--- config.mk ---
export PLATFORM = sky130hd
export DESIGN_NAME = s_core_setup_loader
export DESIGN_NICKNAME = d
export VERILOG_FILES = /design/src/rtl/s_core_setup_pkg.sv /design/src/rtl/s_core_setup_loader.sv
export SDC_FILE = /design/constraint.sdc
export NUM_CORES = 1
export LEC_CHECK = 0
export BUFFER_PORTS_ARGS = -buffer_cell sky130_fd_sc_hd__buf_2
export CAP_MARGIN = 20
export CORE_MARGIN = 5
export CORE_UTILIZATION = 40
export CTS_BUF_LIST = sky130_fd_sc_hd__clkbuf_8
export CTS_CLUSTER_SIZE = 30
export DETAILED_ROUTE_END_ITERATION = 16
export HOLD_SLACK_MARGIN = 0.02
export PLACE_DENSITY = 0.71
export SETUP_SLACK_MARGIN = 0.5
export SYNTH_ARGS = -nofsm -noshare
export SYNTH_HDL_FRONTEND = slang
export SYNTH_SLANG_ARGS = --single-unit
export TNS_END_PERCENT = 1
--- constraint.sdc ---
create_clock -name clk -period 2 [get_ports clk]
set_input_delay 0.3 -clock clk [delete_from_list [all_inputs] [get_ports clk]]
set_output_delay 0.3 -clock clk [all_outputs]
set_load 0.01 [all_outputs]
--- src/rtl/s_core_setup_pkg.sv ---
// ---------------------------------------------------------------------------
// s_core_setup_pkg
// Shared definitions for the pipelined core setup loader: command opcodes,
// the opcode field position inside a header word, and the loader FSM states.
// ---------------------------------------------------------------------------
package s_core_setup_pkg;

   // Opcode field occupies the top byte of a header word
   localparam int OP_MSB = 31;
   localparam int OP_LSB = 24;
   localparam int OP_W   = OP_MSB - OP_LSB + 1;

   localparam logic [OP_W-1:0] OP_IMEM  = 8'h01;
   localparam logic [OP_W-1:0] OP_REG   = 8'h02;
   localparam logic [OP_W-1:0] OP_START = 8'h03;

   typedef enum logic [2:0] {
      HDR       = 3'd0,
      IMEM_ADDR = 3'd1,
      IMEM_DATA = 3'd2,
      REG_DATA  = 3'd3,
      START_PC  = 3'd4,
      RUN       = 3'd5,
      ERR       = 3'd6
   } loader_state_t;

endpackage

--- src/rtl/s_core_setup_loader.sv ---
// ---------------------------------------------------------------------------
// s_core_setup_loader
// Turns a 32-bit command stream (valid/ready) into the setup traffic of the
// pipelined core: instruction-memory burst writes, register preloads, the
// start PC, and finally release of the core from setup mode.
//
// Ports:
//   clk, rst_n            core clock, synchronous active-low reset
//   i_word, i_valid       command/data stream word and its valid
//   o_ready               loader accepts i_word this cycle
//   o_setup               core held in setup mode
//   o_inst_mem_we/addr/data   one-cycle IMEM write strobe, byte address, data
//   o_load_reg_we/addr/data   one-cycle register write strobe, index, data
//   o_pc_start_addr       start PC, stable once the core runs
//   o_done                setup complete, core running
//   o_err                 sticky protocol error (cleared only by reset)
// ---------------------------------------------------------------------------
module s_core_setup_loader
   import s_core_setup_pkg::*;
#(
   parameter int XLEN  = 32,
   parameter int CNT_W = 16,
   parameter int RF_AW = 5
) (
   input  logic             clk,
   input  logic             rst_n,
   input  logic [XLEN-1:0]  i_word,
   input  logic             i_valid,
   output logic             o_ready,
   output logic             o_setup,
   output logic             o_inst_mem_we,
   output logic [XLEN-1:0]  o_inst_mem_addr,
   output logic [XLEN-1:0]  o_inst_mem_data,
   output logic             o_load_reg_we,
   output logic [RF_AW-1:0] o_load_reg_addr,
   output logic [XLEN-1:0]  o_load_reg_data,
   output logic [XLEN-1:0]  o_pc_start_addr,
   output logic             o_done,
   output logic             o_err
);

   loader_state_t    state_q, state_d;
   logic [CNT_W-1:0] cnt_q;
   logic [XLEN-1:0]  addr_q;
   logic [RF_AW-1:0] reg_idx_q;
   logic [OP_W-1:0]  opcode;
   logic             xfer;

   // Datapath control decoded alongside the next state
   logic load_cnt, load_idx, load_addr, imem_wr, reg_wr, start_ok;

   // Status outputs are pure decodes of the registered state, so they change
   // on the same edge that moves the FSM.
   always_comb begin
      o_ready = (state_q != RUN) && (state_q != ERR);
      xfer    = i_valid && o_ready;
      opcode  = i_word[OP_MSB:OP_LSB];
      o_setup = (state_q != RUN);
      o_done  = (state_q == RUN);
      o_err   = (state_q == ERR);
   end

   // State register
   always_ff @(posedge clk) begin
      if (!rst_n) state_q <= HDR;
      else        state_q <= state_d;
   end

   // Next-state and datapath-control decode; nothing moves without a transfer
   always_comb begin
      state_d   = state_q;
      load_cnt  = 1'b0;
      load_idx  = 1'b0;
      load_addr = 1'b0;
      imem_wr   = 1'b0;
      reg_wr    = 1'b0;
      start_ok  = 1'b0;
      if (xfer) begin
         case (state_q)
            HDR: begin
               case (opcode)
                  OP_IMEM:  begin state_d = IMEM_ADDR; load_cnt = 1'b1; end
                  OP_REG:   begin state_d = REG_DATA;  load_idx = 1'b1; end
                  OP_START: state_d = START_PC;
                  default:  state_d = ERR;
               endcase
            end
            IMEM_ADDR: begin
               load_addr = 1'b1;
               if (i_word[1:0] != 2'b00) state_d = ERR;
               else if (cnt_q == '0)     state_d = HDR;
               else                      state_d = IMEM_DATA;
            end
            IMEM_DATA: begin
               imem_wr = 1'b1;
               if (cnt_q == CNT_W'(1)) state_d = HDR;
            end
            REG_DATA: begin
               // Writes to x0 are silently dropped; the command is still legal
               reg_wr  = (reg_idx_q != '0);
               state_d = HDR;
            end
            START_PC: begin
               if (i_word[1:0] != 2'b00) state_d = ERR;
               else begin
                  start_ok = 1'b1;
                  state_d  = RUN;
               end
            end
            default: state_d = state_q;
         endcase
      end
   end

   // Burst counter, running IMEM address and the registered write ports.
   // Strobes default low every cycle so each accepted word gives one pulse.
   always_ff @(posedge clk) begin
      if (!rst_n) begin
         cnt_q           <= '0;
         addr_q          <= '0;
         reg_idx_q       <= '0;
         o_inst_mem_we   <= 1'b0;
         o_inst_mem_addr <= '0;
         o_inst_mem_data <= '0;
         o_load_reg_we   <= 1'b0;
         o_load_reg_addr <= '0;
         o_load_reg_data <= '0;
         o_pc_start_addr <= '0;
      end else begin
         o_inst_mem_we <= imem_wr;
         o_load_reg_we <= reg_wr;
         if (load_cnt)  cnt_q     <= i_word[CNT_W-1:0];
         if (load_idx)  reg_idx_q <= i_word[RF_AW-1:0];
         if (load_addr) addr_q    <= i_word;
         if (imem_wr) begin
            o_inst_mem_addr <= addr_q;
            o_inst_mem_data <= i_word;
            // Natural modulo-2^XLEN wrap of the byte address
            addr_q          <= addr_q + XLEN'(4);
            cnt_q           <= cnt_q - CNT_W'(1);
         end
         if (reg_wr) begin
            o_load_reg_addr <= reg_idx_q;
            o_load_reg_data <= i_word;
         end
         if (start_ok) o_pc_start_addr <= i_word;
      end
   end

endmodule
======== Word level (Yosys, flattened, before mapping) ========
Index checks and enable logic that the tools add are counted.
word-level totals
  bits in registers ....................... 191
  input bits .............................. 35
  output and inout port bits .............. 139
  word-level logic and storage cells ...... 61
cells by class
  add/sub/neg operators ................... 2
  equality and inequality tests ........... 13
  multiplexer cells ....................... 25
  reductions and logical operators ........ 10
operators by type and width
  kind                                                 count
  2-to-1 mux 32 bit                                    2
  adder 32 x 3 -> 32 bit (second input constant)       1
  2-to-1 mux 16 bit                                    2
  == test 16 x 1 -> 1 bit (second input constant)      1
  == test 8 x 2 -> 1 bit (second input constant)       2
  zero test 16 bit                                     1
  subtractor 16 x 1 -> 16 bit (second input constant)  1
  2-to-1 mux 1 bit                                     15
  one-hot mux 3 bit (5 select lines)                   1
  nonzero test 5 bit                                   2
  == test 3 bit (second input constant)                3
  one-hot mux 3 bit (3 select lines)                   1
  == test 8 x 1 -> 1 bit (second input constant)       1
  == test 3 x 2 -> 1 bit (second input constant)       2
  2-to-1 mux 3 bit                                     2
  inequality test 3 bit (second input constant)        2
  nonzero test 2 bit                                   3
  2-to-1 mux 2 bit                                     2
  == test 3 x 1 -> 1 bit (second input constant)       1
  zero test 3 bit                                      1
  AND reduction 3 bit                                  1
  logical AND 1 bit                                    2
  inequality test 2 bit (second input constant)        1

======== Longest topological paths before layout ========
Gate-level depths: netlist of the first run.
  depth after elaboration ................. 6
  mapped depth ............................ 8
  mapped depth without buffers ............ 6

======== Least setup slack after synthesis of the first run ========
Ideal clock, no wire load.
  path type ............................... register to register
  from .................................... register cnt_q[4]
  to ...................................... register state_q[1]
  library setup time ...................... 120 ps
  arrival ................................. 2029 ps
  data required time ...................... 1880 ps
  path slack .............................. -149 ps
  cell stages (with the launch flop) ...... 6
  path buffers ............................ 0
  period minus slack after synthesis ...... 2149 ps
  cell sequence ........................... dfxtp_1 or4_4 or4_4 nor4_1 a311oi_1 o31a_1
on the way
  cells in the longest elaborated chain, start to end .. 4
  elaborated cells on any way between the ends .. 7
  those cells by class .................... eq/ne: 2; mux: 3; reduce/logical: 2
RTL lines
  what                                RTL line                    source
  from (decl)                         s_core_setup_loader.sv:43   logic [CNT_W-1:0] cnt_q;
  from (signal assigned)              s_core_setup_loader.sv:132  if (load_cnt) cnt_q <= i_word[CNT_W-1:0];
  from (signal assigned)              s_core_setup_loader.sv:140  cnt_q <= cnt_q - CNT_W'(1);
  zero test 16 bit                    s_core_setup_loader.sv:91   else if (cnt_q == '0) state_d = HDR;
  2-to-1 mux 2 bit                    s_core_setup_loader.sv:91
  2-to-1 mux 3 bit                    s_core_setup_loader.sv:90   if (i_word[1:0] != 2'b00) state_d = ERR;
  one-hot mux 3 bit (5 select lines)  s_core_setup_loader.sv:79   case (state_q)
  to (signal assigned)                s_core_setup_loader.sv:66   else state_q <= state_d;
  to (decl)                           s_core_setup_loader.sv:42   loader_state_t state_q, state_d;
Parallel ways exist; a longest one is shown, timed or not.
A chain may end at the register's enable or synchronous reset.

======== Worst setup path after layout of the first run ========
  from .................................... register cnt_q[7]
  to ...................................... register state_q[1]
Same word-level chain as after synthesis.

==> qor.csv, run 1 <==
stage,metric,value,unit
detailed_routing,DR DRC count,0,
sta,Setup TNS Final,-0.0219,ns
floorplanning,io pins,174,
sta,Least-Margin Pin Slew,0.485,ns
sta,period utilization,101,%
critical_path,"Max FO, Critical Path",4,
clock_network,# H-tree levels,4,
grt,GRT Overall Usage,21.8,%
grt,number of global-route vias before repair,7364,
power_and_ir_drop,Leak Pwr,4.05,nW
floorplanning,die footprint,22200,um2
clock_network,CTS root buffer,clkbuf_8,
detailed_routing,drt pass-1 iters,5,
grt,first-pass GRT wire length,38800,um
clock_network,# hold bufs at CTS,0,
flow_run,Max Cap Viol,0,
synthesis,"EDFF count, synth",0,
sta,final count of hold timing violations,0,
sta,slew margin rel.,67.3,%
sta,Final WS setup,-0.0133,ns
synthesis,largest family of logic cells by synthesized area,simple AND/OR/NAND/NOR gates,
sta,Finish-stage setup viols,2,
synthesis,Mean Syn Cell Area,7.78,um2
grt,grt ovf,0,
synthesis,cell taking the most area after synthesis,dfxtp_1,
synthesis,asr flop ratio synth,0,%
sta,hold slack final,0.108,ns
synthesis,top_reg_cell synth,dfxtp_1,
synthesis,"Seq/Total Area, Yosys",49.6,%
finish,Antenna diodes,0,
floorplanning,Core Region,18800,um2
worst_hold_path,worst hold endpoint,o_pc_start_addr[18],
run_status,failing checks,setup timing,
run_status,status,"finished, violations left",
detailed_routing,DR iter-0 viols,535,
clock_network,CTS tree,done,
sta,RSZ-0062 raised after global routing,true,
finish,Sequential Area,3850,um2
detailed_routing,final WL,24600,um
synthesis,Seq cells post-synth,191,
critical_path,WS Path Type,reg -> reg,
worst_hold_path,hold path start,i_word[18],
sta,maximum clock frequency,0.497,GHz
clock_network,largest buffer count on any clock path,2,
synthesis,"count leader, synth",nand2_1,
detailed_routing,wire length per cell,17.0,um
synthesis,Synth Area in Compound Gates,19.4,%
grt,pin count of the biggest net entering global routing,56,
synthesis,mux contribution to synthesized area,0.649,%
power_and_ir_drop,total power divided by cell area,727,nW/um2
worst_hold_path,Hold Path Stages,3,
power_and_ir_drop,Peak VDD IR,0.470,mV
sta,Max Slew Vio Count,0,
synthesis,syn nets,1029,
clock_network,clock latency on the worst-skew pair,0.48,ns
synthesis,post-synthesis adder-cell area fraction,0.487,%
detailed_routing,vias per cell,5.41,
placement,port buffer count,173,
clock_network,total CTS buffers,17,
placement,DP HPWL,17000,um
floorplanning,die width,149,um
synthesis,simple-gate portion of the synthesized area,25.1,%
synthesis,"top cells by area, synth","dfxtp_1, nand2_1, a21oi_1, clkbuf_1, nor2_1",
clock_network,Clock Sinks,191,
clock_network,Clock transition at path regs,0.11,ns
floorplanning,starting density of the core,40.9,%
worst_hold_path,Hold Crit Class,in -> reg,
sta,min Tclk post-route,2.01,ns
synthesis,Mapped Area,7710,um2
synthesis,Synth top area share,49.6,%
placement,routability cong.,0.863,
finish,area of the multi-input gates,4090,um2
critical_path,Worst EP arrival,2.39,ns
finish,P&R area growth vs syn,32.9,%
detailed_routing,vias,7824,
grt,initial antenna violation count,0,
synthesis,XOR/XNOR Fraction of Synth Area,0.341,%
critical_path,R2R Path Start,cnt_q[7],
synthesis,synth unique cells,56,
synthesis,cell count after synthesis,991,
critical_path,Crit Reg-Reg Endpoint,state_q[1],
finish,Nets,1212,
synthesis,Syn. warnings,0,
critical_path,Worst R2R Path Depth,5,
floorplanning,Site Rows,50,
critical_path,Worst Setup End Kind,flip-flop,
critical_path,critical path required time,2.38,ns
sta,Layout Skew,0.0129,ns
finish,number of fillers in the final layout,1762,
detailed_routing,final antenna-violating net count,0,
critical_path,flop2flop setup slack,-0.01,ns
synthesis,commonest cells in the netlist,"nand2_1, dfxtp_1, a21oi_1",
floorplanning,height of the die,149,um
critical_path,crit path launch type,flip-flop,
finish,fraction of layout cells with a size suffix above 1,33.5,%
## critical path: stages (launching register included)
cell      delay [ns]
dfxtp_2         0.33
or4_4           0.53
or4_4           0.47
nor4_4          0.17
a311oi_1        0.13
o31a_1          0.29
## through the flow
stage	cell area [um2]	worst slack [ns]	cells	total power, mW	utilization, %
after floorplan	7730	-0.0172	991	4.49	-
after global placement	9270	0.0158	1415	4.84	49.2
after detailed placement	9270	0.00147	1415	4.86	49.2
after CTS	10100	-0.0141	1447	7.46	53.5
after global routing	10200	-0.0831	1447	7.75	54.4
final	10200	-0.0133	1447	7.44	54.4
## registers in the layout, indices dropped and copies added (netlist names), 5 cells and up
name	count
addr_q	32
o_inst_mem_addr	32
o_inst_mem_data	32
o_load_reg_data	32
o_pc_start_addr	32
cnt_q	16
o_load_reg_addr	5
reg_idx_q	5
## layout make-up
type / count / share of cell area (%)
Clock buffer: 19 / 2.55
Inverter: 11 / 0.427
Tap cell: 260 / 3.17
Multi-Input combinational cell: 712 / 39.9
Sequential cell: 191 / 37.6
Timing Repair Buffer: 241 / 15.0
Clock inverter: 13 / 1.42
## logic make-up after synthesis
logic type / count (synthesis)
compound gates: 263
xor+xnor: 3
fa+ha+maj: 3
buf+inv: 88
flops: 191
mux: 5
simple gates: 438
## metal layers
| layer | GRT usage [%] | routed length [um] |
|---|---|---|
| met3 | 5.14 | 1740 |
| met2 | 36.5 | 11900 |
| met5 | 0 | 0 |
| met4 | 6.45 | 578 |
| met1 | 28.1 | 10400 |
## layout by cell type (no fill, tap or decap), drive strengths merged, types with 18 or more instances in the layout
| master | count |
|---|---|
| nand2 | 294 |
| buf | 241 |
| dfxtp | 191 |
| a21oi | 175 |
| nor2 | 36 |
| o21ai | 24 |
| nand3 | 20 |
| clkbuf | 19 |
| inv | 19 |
| nor3 | 18 |
## power breakdown
group | switching [mW] | internal [mW]
Sequential | 0.0734 | 3.89
Combinational | 0.522 | 0.336
Clock | 1.51 | 1.11
## timing repair
item                                   4_1_cts  5_1_grt
pin swaps                                   98       52
buffers inserted                             0        0
endpoints found under the hold margin        0        0
setup endpoints to repair                  164      188
resized for setup                          122       39
## worst max path at each step
| stage | start | to | slack [ns] | depth (start not counted) |
|---|---|---|---|---|
| 3_5_place_dp | cnt_q[7] | state_q[1] | 0.001 | 5 |
| 4_1_cts | cnt_q[7] | state_q[1] | -0.01 | 5 |
| 6_report | cnt_q[7] | state_q[1] | -0.01 | 5 |
| 2_1_floorplan | addr_q[6] | addr_q[20] | -0.02 | 7 |
| 5_1_grt | cnt_q[7] | state_q[1] | -0.08 | 5 |
| 3_3_place_gp | cnt_q[7] | cnt_q[14] | 0.02 | 5 |
Power figures use the tool's default switching activity.
==> run 2, diff against run 1 <==
Settings changed: REMOVE_ABC_BUFFERS from default to 1.
==> qor.csv, run 2 (synthesis results as in run 1) <==
stage,metric,value,unit,change
run_status,status,"finished, violations left",,
run_status,failing checks,setup timing,,
sta,Layout Skew,0.0148,ns,+0.00192 ns
clock_network,# H-tree levels,4,,unchanged
placement,DP HPWL,16200,um,-4.6%
power_and_ir_drop,Leak Pwr,4.13,nW,+2.1%
critical_path,crit path launch type,flip-flop,,
finish,Final Core Density,56.2,%,+1.7 points
floorplanning,Site Rows,50,,unchanged
sta,Final WS setup,-0.0629,ns,-0.0496 ns
sta,Finish-stage setup viols,3,,+1
sta,min Tclk post-route,2.06,ns,+0.0496 ns
finish,P&R area growth vs syn,37.2,%,
detailed_routing,wire length per cell,16.8,um,-1.3%
power_and_ir_drop,Peak VDD IR,0.507,mV,+7.9%
placement,setup slack at placement,-0.204,ns,-0.206 ns
detailed_routing,final antenna-violating net count,0,,unchanged
placement,routability cong.,0.859,,-0.46%
detailed_routing,DR DRC count,0,,unchanged
detailed_routing,vias,7824,,unchanged
detailed_routing,final WL,24500,um,-0.60%
detailed_routing,DR iter-0 viols,472,,-12%
floorplanning,die width,149,um,unchanged
sta,Least-Margin Pin Slew,0.556,ns,+0.0705 ns
clock_network,largest buffer count on any clock path,2,,unchanged
sta,slew margin rel.,62.8,%,-4.4 points
finish,Nets,1222,,+0.83%
grt,busiest grt layer,met2,,
critical_path,CP dominant cell by count,or4_4,,
critical_path,WS Path Type,reg -> reg,,
clock_network,clock latency on the worst-skew pair,0.47,ns,about the same
sta,hold slack final,0.0991,ns,-0.00932 ns
finish,"commonest non-fill, non-tap cell in the layout",nand2_1,,
grt,met3 Use GR,5.26,%,+0.12 points
clock_network,Clock transition at path regs,0.10,ns,about the same
finish,final cell count without fillers,1457,,+0.69%
worst_hold_path,Hold Crit Class,in -> reg,,
sta,final count of hold timing violations,0,,unchanged
grt,first-pass GRT wire length,38300,um,-1.2%
placement,placed insts,1424,,+0.64%
finish,fraction of layout cells with a size suffix above 1,35.9,%,+2.4 points
clock_network,CTS root buffer,clkbuf_8,,
critical_path,critical path required time,2.36,ns,-0.02 ns
grt,grt ovf,0,,unchanged
finish,final instance area,10600,um2,+3.2%
critical_path,"Max FO, Critical Path",4,,unchanged
sta,RSZ-0062 raised after global routing,true,,
floorplanning,io pins,174,,unchanged
critical_path,Worst EP arrival,2.42,ns,+0.03 ns
sta,maximum clock frequency,0.485,GHz,-2.4%
sta,Max Slew Vio Count,0,,unchanged
floorplanning,height of the die,149,um,unchanged
floorplanning,Core Region,18800,um2,unchanged
finish,most frequent cells in the layout,"nand2_1, dfxtp_1, buf_2",,
clock_network,CTS tree,done,,
grt,initial antenna violation count,0,,unchanged
floorplanning,starting density of the core,40.9,%,unchanged
detailed_routing,vias per cell,5.37,,-0.69%
critical_path,Worst Setup End Kind,flip-flop,,
critical_path,"CP delay by family, top",simple AND/OR/NAND/NOR gates,,
clock_network,Clock Sinks,191,,unchanged
sta,period utilization,103,%,+2.5 points
sta,Setup TNS Final,-0.116,ns,-0.0941 ns
flow_run,Max Cap Viol,0,,unchanged
grt,GRT Overall Usage,21.4,%,-0.39 points
clock_network,total CTS buffers,17,,unchanged
critical_path,CP Cell Sequence,"or4_4, or4_4, nor4_4, a311oi_1, o31a_1",,
grt,GR Util met2,35.6,%,-0.86 points
grt,number of global-route vias before repair,7427,,+0.86%
placement,port buffer count,173,,unchanged
floorplanning,die footprint,22200,um2,unchanged
grt,pin count of the biggest net entering global routing,52,,-7.1%
grt,M1 GR Usage,27.8,%,-0.33 points
critical_path,critical path's slowest cell,or4_4,,
finish,Antenna diodes,0,,unchanged
placement,DP Area,9320,um2,+0.61%
power_and_ir_drop,total power divided by cell area,720,nW/um2,-0.89%
detailed_routing,drt pass-1 iters,7,,+2
critical_path,CP Buf/Inv Count,0,,unchanged
power_and_ir_drop,total power,7.61,mW,+2.3%
critical_path,CP peak stage delay,0.54,ns,about the same
-- run 2: path summary, 6_finish.rpt --
kind / startpoint / endpoint / slack, ns / cells after the start
hold / removal: i_word[16] / o_inst_mem_data[16] / 0.1 / 3
setup reg to reg: cnt_q[6] / state_q[1] / -0.06 / 5
hold reg to reg: o_inst_mem_data[25] / o_inst_mem_data[25] / 0.46 / 2
setup / recovery: cnt_q[6] / state_q[1] / -0.06 / 5
-- run 2: report_power, final --
part	leakage [nW]	internal [mW]	switching, mW
clock network	0.215	1.26	1.47
registers	1.55	3.89	0.0647
logic	2.37	0.386	0.543
total	4.13	5.54	2.08
-- run 2: layout make-up --
class                   count  area, um2
repair buffers            251       1630
well taps                 260        325
multi-input cells         712       4300
fillers                  1740       8260
inverters                  11       48.8
clock buffers              17        234
flip-flops and latches    191       3850
clock inverters            15        184
-- run 2: metal layers --
layer	routed length, um	part of all wire (%)
met5	0	0
met4	407	1.7
met3	1580	6.5
met2	11800	48
met1	10700	44
-- run 2: tightest hold or removal path, cell delays in order --
cell,delay (ns)
buf_2,0.12
nand2_1,0.05
a21oi_1,0.05
-- run 2: timing repair --
item / CTS / global route
endpoints found under the setup margin: 182 / 181
gates cloned: 0 / 0
pin swaps: 109 / 92
resized for setup: 154 / 60
setup buffers: 1 / 0
hold buffers: 0 / 0
==> run 3, diff against run 2 <==
Settings changed: CORE_MARGIN 5 to 3, HOLD_SLACK_MARGIN 0.02 to 0.03, SKIP_LAST_GASP from default to 1.
==> qor.csv, run 3 (synthesis results as in run 1) <==
stage,metric,value,unit,change
power_and_ir_drop,switch share,28.1,%,+0.83 points
power_and_ir_drop,total power divided by cell area,748,nW/um2,+3.8%
finish,Antenna diodes,0,,unchanged
power_and_ir_drop,Comb pwr share,11.5,%,-0.7 points
floorplanning,die footprint,21000,um2,-5.3%
grt,number of global-route vias before repair,6896,,-7.1%
critical_path,"CP delay by family, top",simple AND/OR/NAND/NOR gates,,
clock_network,Clock Sinks,191,,unchanged
finish,Nets,1218,,-0.33%
critical_path,"Max FO, Critical Path",2,,-2
finish,"commonest non-fill, non-tap cell in the layout",nand2_1,,
finish,number of fillers in the final layout,1833,,+5.3%
clock_network,clock latency on the worst-skew pair,0.47,ns,about the same
clock_network,# H-tree levels,4,,unchanged
floorplanning,io pins,174,,unchanged
sta,final count of hold timing violations,0,,unchanged
power_and_ir_drop,Seq pwr share,54.1,%,+2.2 points
floorplanning,height of the die,145,um,-2.7%
power_and_ir_drop,Net Sw Power,2.06,mW,-0.98%
power_and_ir_drop,total power,7.32,mW,-3.9%
finish,Sequential Area,3830,um2,-0.65%
sta,maximum clock frequency,0.489,GHz,+0.85%
critical_path,critical path required time,2.35,ns,about the same
sta,min Tclk post-route,2.05,ns,-0.0174 ns
clock_network,largest buffer count on any clock path,2,,unchanged
sta,Least-Margin Pin Slew,0.603,ns,+0.0474 ns
floorplanning,die width,145,um,-2.7%
sta,Layout Skew,0.0122,ns,-0.00263 ns
clock_network,# hold bufs at CTS,0,,unchanged
clock_network,total CTS buffers,17,,unchanged
power_and_ir_drop,Pint,5.26,mW,-5.0%
detailed_routing,DR DRC count,0,,unchanged
sta,RSZ-0062 raised after global routing,true,,
flow_run,Max Cap Viol,0,,unchanged
critical_path,Worst EP arrival,2.39,ns,-0.03 ns
detailed_routing,vias,7585,,-3.1%
detailed_routing,drt pass-1 iters,5,,-2
finish,area of the multi-input gates,3650,um2,-15%
floorplanning,Core Region,18800,um2,unchanged
critical_path,CP dominant cell by count,or4_4,,
detailed_routing,final antenna-violating net count,0,,unchanged
detailed_routing,vias per cell,5.22,,-2.8%
critical_path,critical path's slowest cell,or4_4,,
placement,port buffer count,173,,unchanged
grt,first-pass GRT wire length,35700,um,-6.9%
grt,grt ovf,0,,unchanged
critical_path,CP Cell Sequence,"or4_4, buf_6, or3_4, or4_4, nand3_2, a21oi_1",,
floorplanning,starting density of the core,40.9,%,unchanged
placement,routability cong.,0.903,,+5.1%
critical_path,crit path launch type,flip-flop,,
detailed_routing,wire length per cell,15.6,um,-7.0%
power_and_ir_drop,Peak VDD IR,0.465,mV,-8.2%
sta,Finish-stage setup viols,3,,unchanged
critical_path,CP Buf/Inv Count,1,,+1
power_and_ir_drop,clock network power share,34.5,%,-1.4 points
critical_path,WS Path Type,reg -> reg,,
run_status,status,"finished, violations left",,
sta,Final WS setup,-0.0455,ns,+0.0174 ns
grt,pin count of the biggest net entering global routing,41,,-21%
floorplanning,Site Rows,50,,unchanged
power_and_ir_drop,Leak Pwr,3.92,nW,-5.2%
clock_network,CTS root buffer,clkbuf_8,,
finish,P&R area growth vs syn,27.0,%,
detailed_routing,final WL,22700,um,-7.2%
critical_path,CP peak stage delay,0.53,ns,about the same
critical_path,Worst Setup End Kind,flip-flop,,
finish,Final Core Density,52.0,%,-4.2 points
sta,slew margin rel.,59.4,%,-3.4 points
clock_network,Clock transition at path regs,0.10,ns,about the same
detailed_routing,DR iter-0 viols,542,,+15%
clock_network,CTS tree,done,,
finish,fraction of layout cells with a size suffix above 1,25.1,%,-11 points
finish,most frequent cells in the layout,"nand2_1, dfxtp_1, a21oi_1",,
sta,period utilization,102,%,-0.87 points
run_status,failing checks,setup timing,,
worst_hold_path,Hold Crit Class,in -> reg,,
grt,GRT Overall Usage,21.2,%,-0.21 points
sta,Max Slew Vio Count,0,,unchanged
placement,DP HPWL,15900,um,-2.1%
grt,initial antenna violation count,0,,unchanged
## run 3: cell count changes in the layout (fill, tap and decap cells not counted), moves of 9 or more
cell | previous run | this run
nand2_1 | 255 | 294
dfxtp_2 | 16 | 2
a21oi_1 | 135 | 175
buf_6 | 10 | 1
a21oi_2 | 40 | 0
nand2_4 | 36 | 0
dfxtp_1 | 173 | 189
## run 3: final timing paths
path                                       endpoint           startpoint  depth (start not counted)  slack (ns)
worst max-delay path                      cnt_q[12]             cnt_q[4]                          6       -0.05
worst min-delay path            o_inst_mem_data[16]           i_word[16]                          3         0.1
worst max register to register            cnt_q[12]             cnt_q[4]                          6       -0.05
worst min register to register  o_load_reg_data[27]  o_load_reg_data[27]                          2        0.46
## run 3: power by group through the flow
stage	Combinational, mW	Clock [mW]	Sequential [mW]
finish	0.840	2.52	3.96
global route	0.926	2.73	3.97
CTS	0.840	2.58	3.96
detailed placement	0.797	0	4.04
global placement	0.785	0	4.04
floorplan	0.380	0	4.06
## run 3: cell type report
class	count	share of cell area (%)
clock buffer	17	2.39
sequential	191	39.1
multi-input combinational	712	37.3
timing repair buffer	247	15.8
inverter	11	0.473
clock inverter	15	1.55
tap	260	3.32
## run 3: metrics by stage
stage                     setup WS [ns]  hold slack [ns]  TNS [ns]  area, um2  std cells
after floorplan                   -6.86            0.410   -620.89       7410        914
after global placement           -0.181            0.438    -0.280       9340       1420
after detailed placement         -0.216            0.443     -1.06       9340       1420
after CTS                       -0.0442           0.0762    -0.110       9770       1453
after global routing             -0.104           0.0751    -0.811       9790       1453
final                           -0.0455           0.0999   -0.0842       9790       1453
## run 3: layer usage
metal	track usage, %	part of all wire (%)	wire (um)	up-vias
li1	-	-	-	3794
met2	34.7	48	10800	225
met3	4.57	5.8	1320	22
met5	0	0	0	-
met1	28.7	45	10300	3544
met4	5.20	1.3	293	0
## run 3: worst min-delay path, stage by stage
cell,delay (ns)
buf_2,0.12
nand2_1,0.05
a21oi_1,0.05
## run 3: timing repair
item                       in CTS  in global routing
resized for setup               7                  5
pin swaps                       3                  1
setup endpoints to repair     186                192
buffers inserted                1                  0
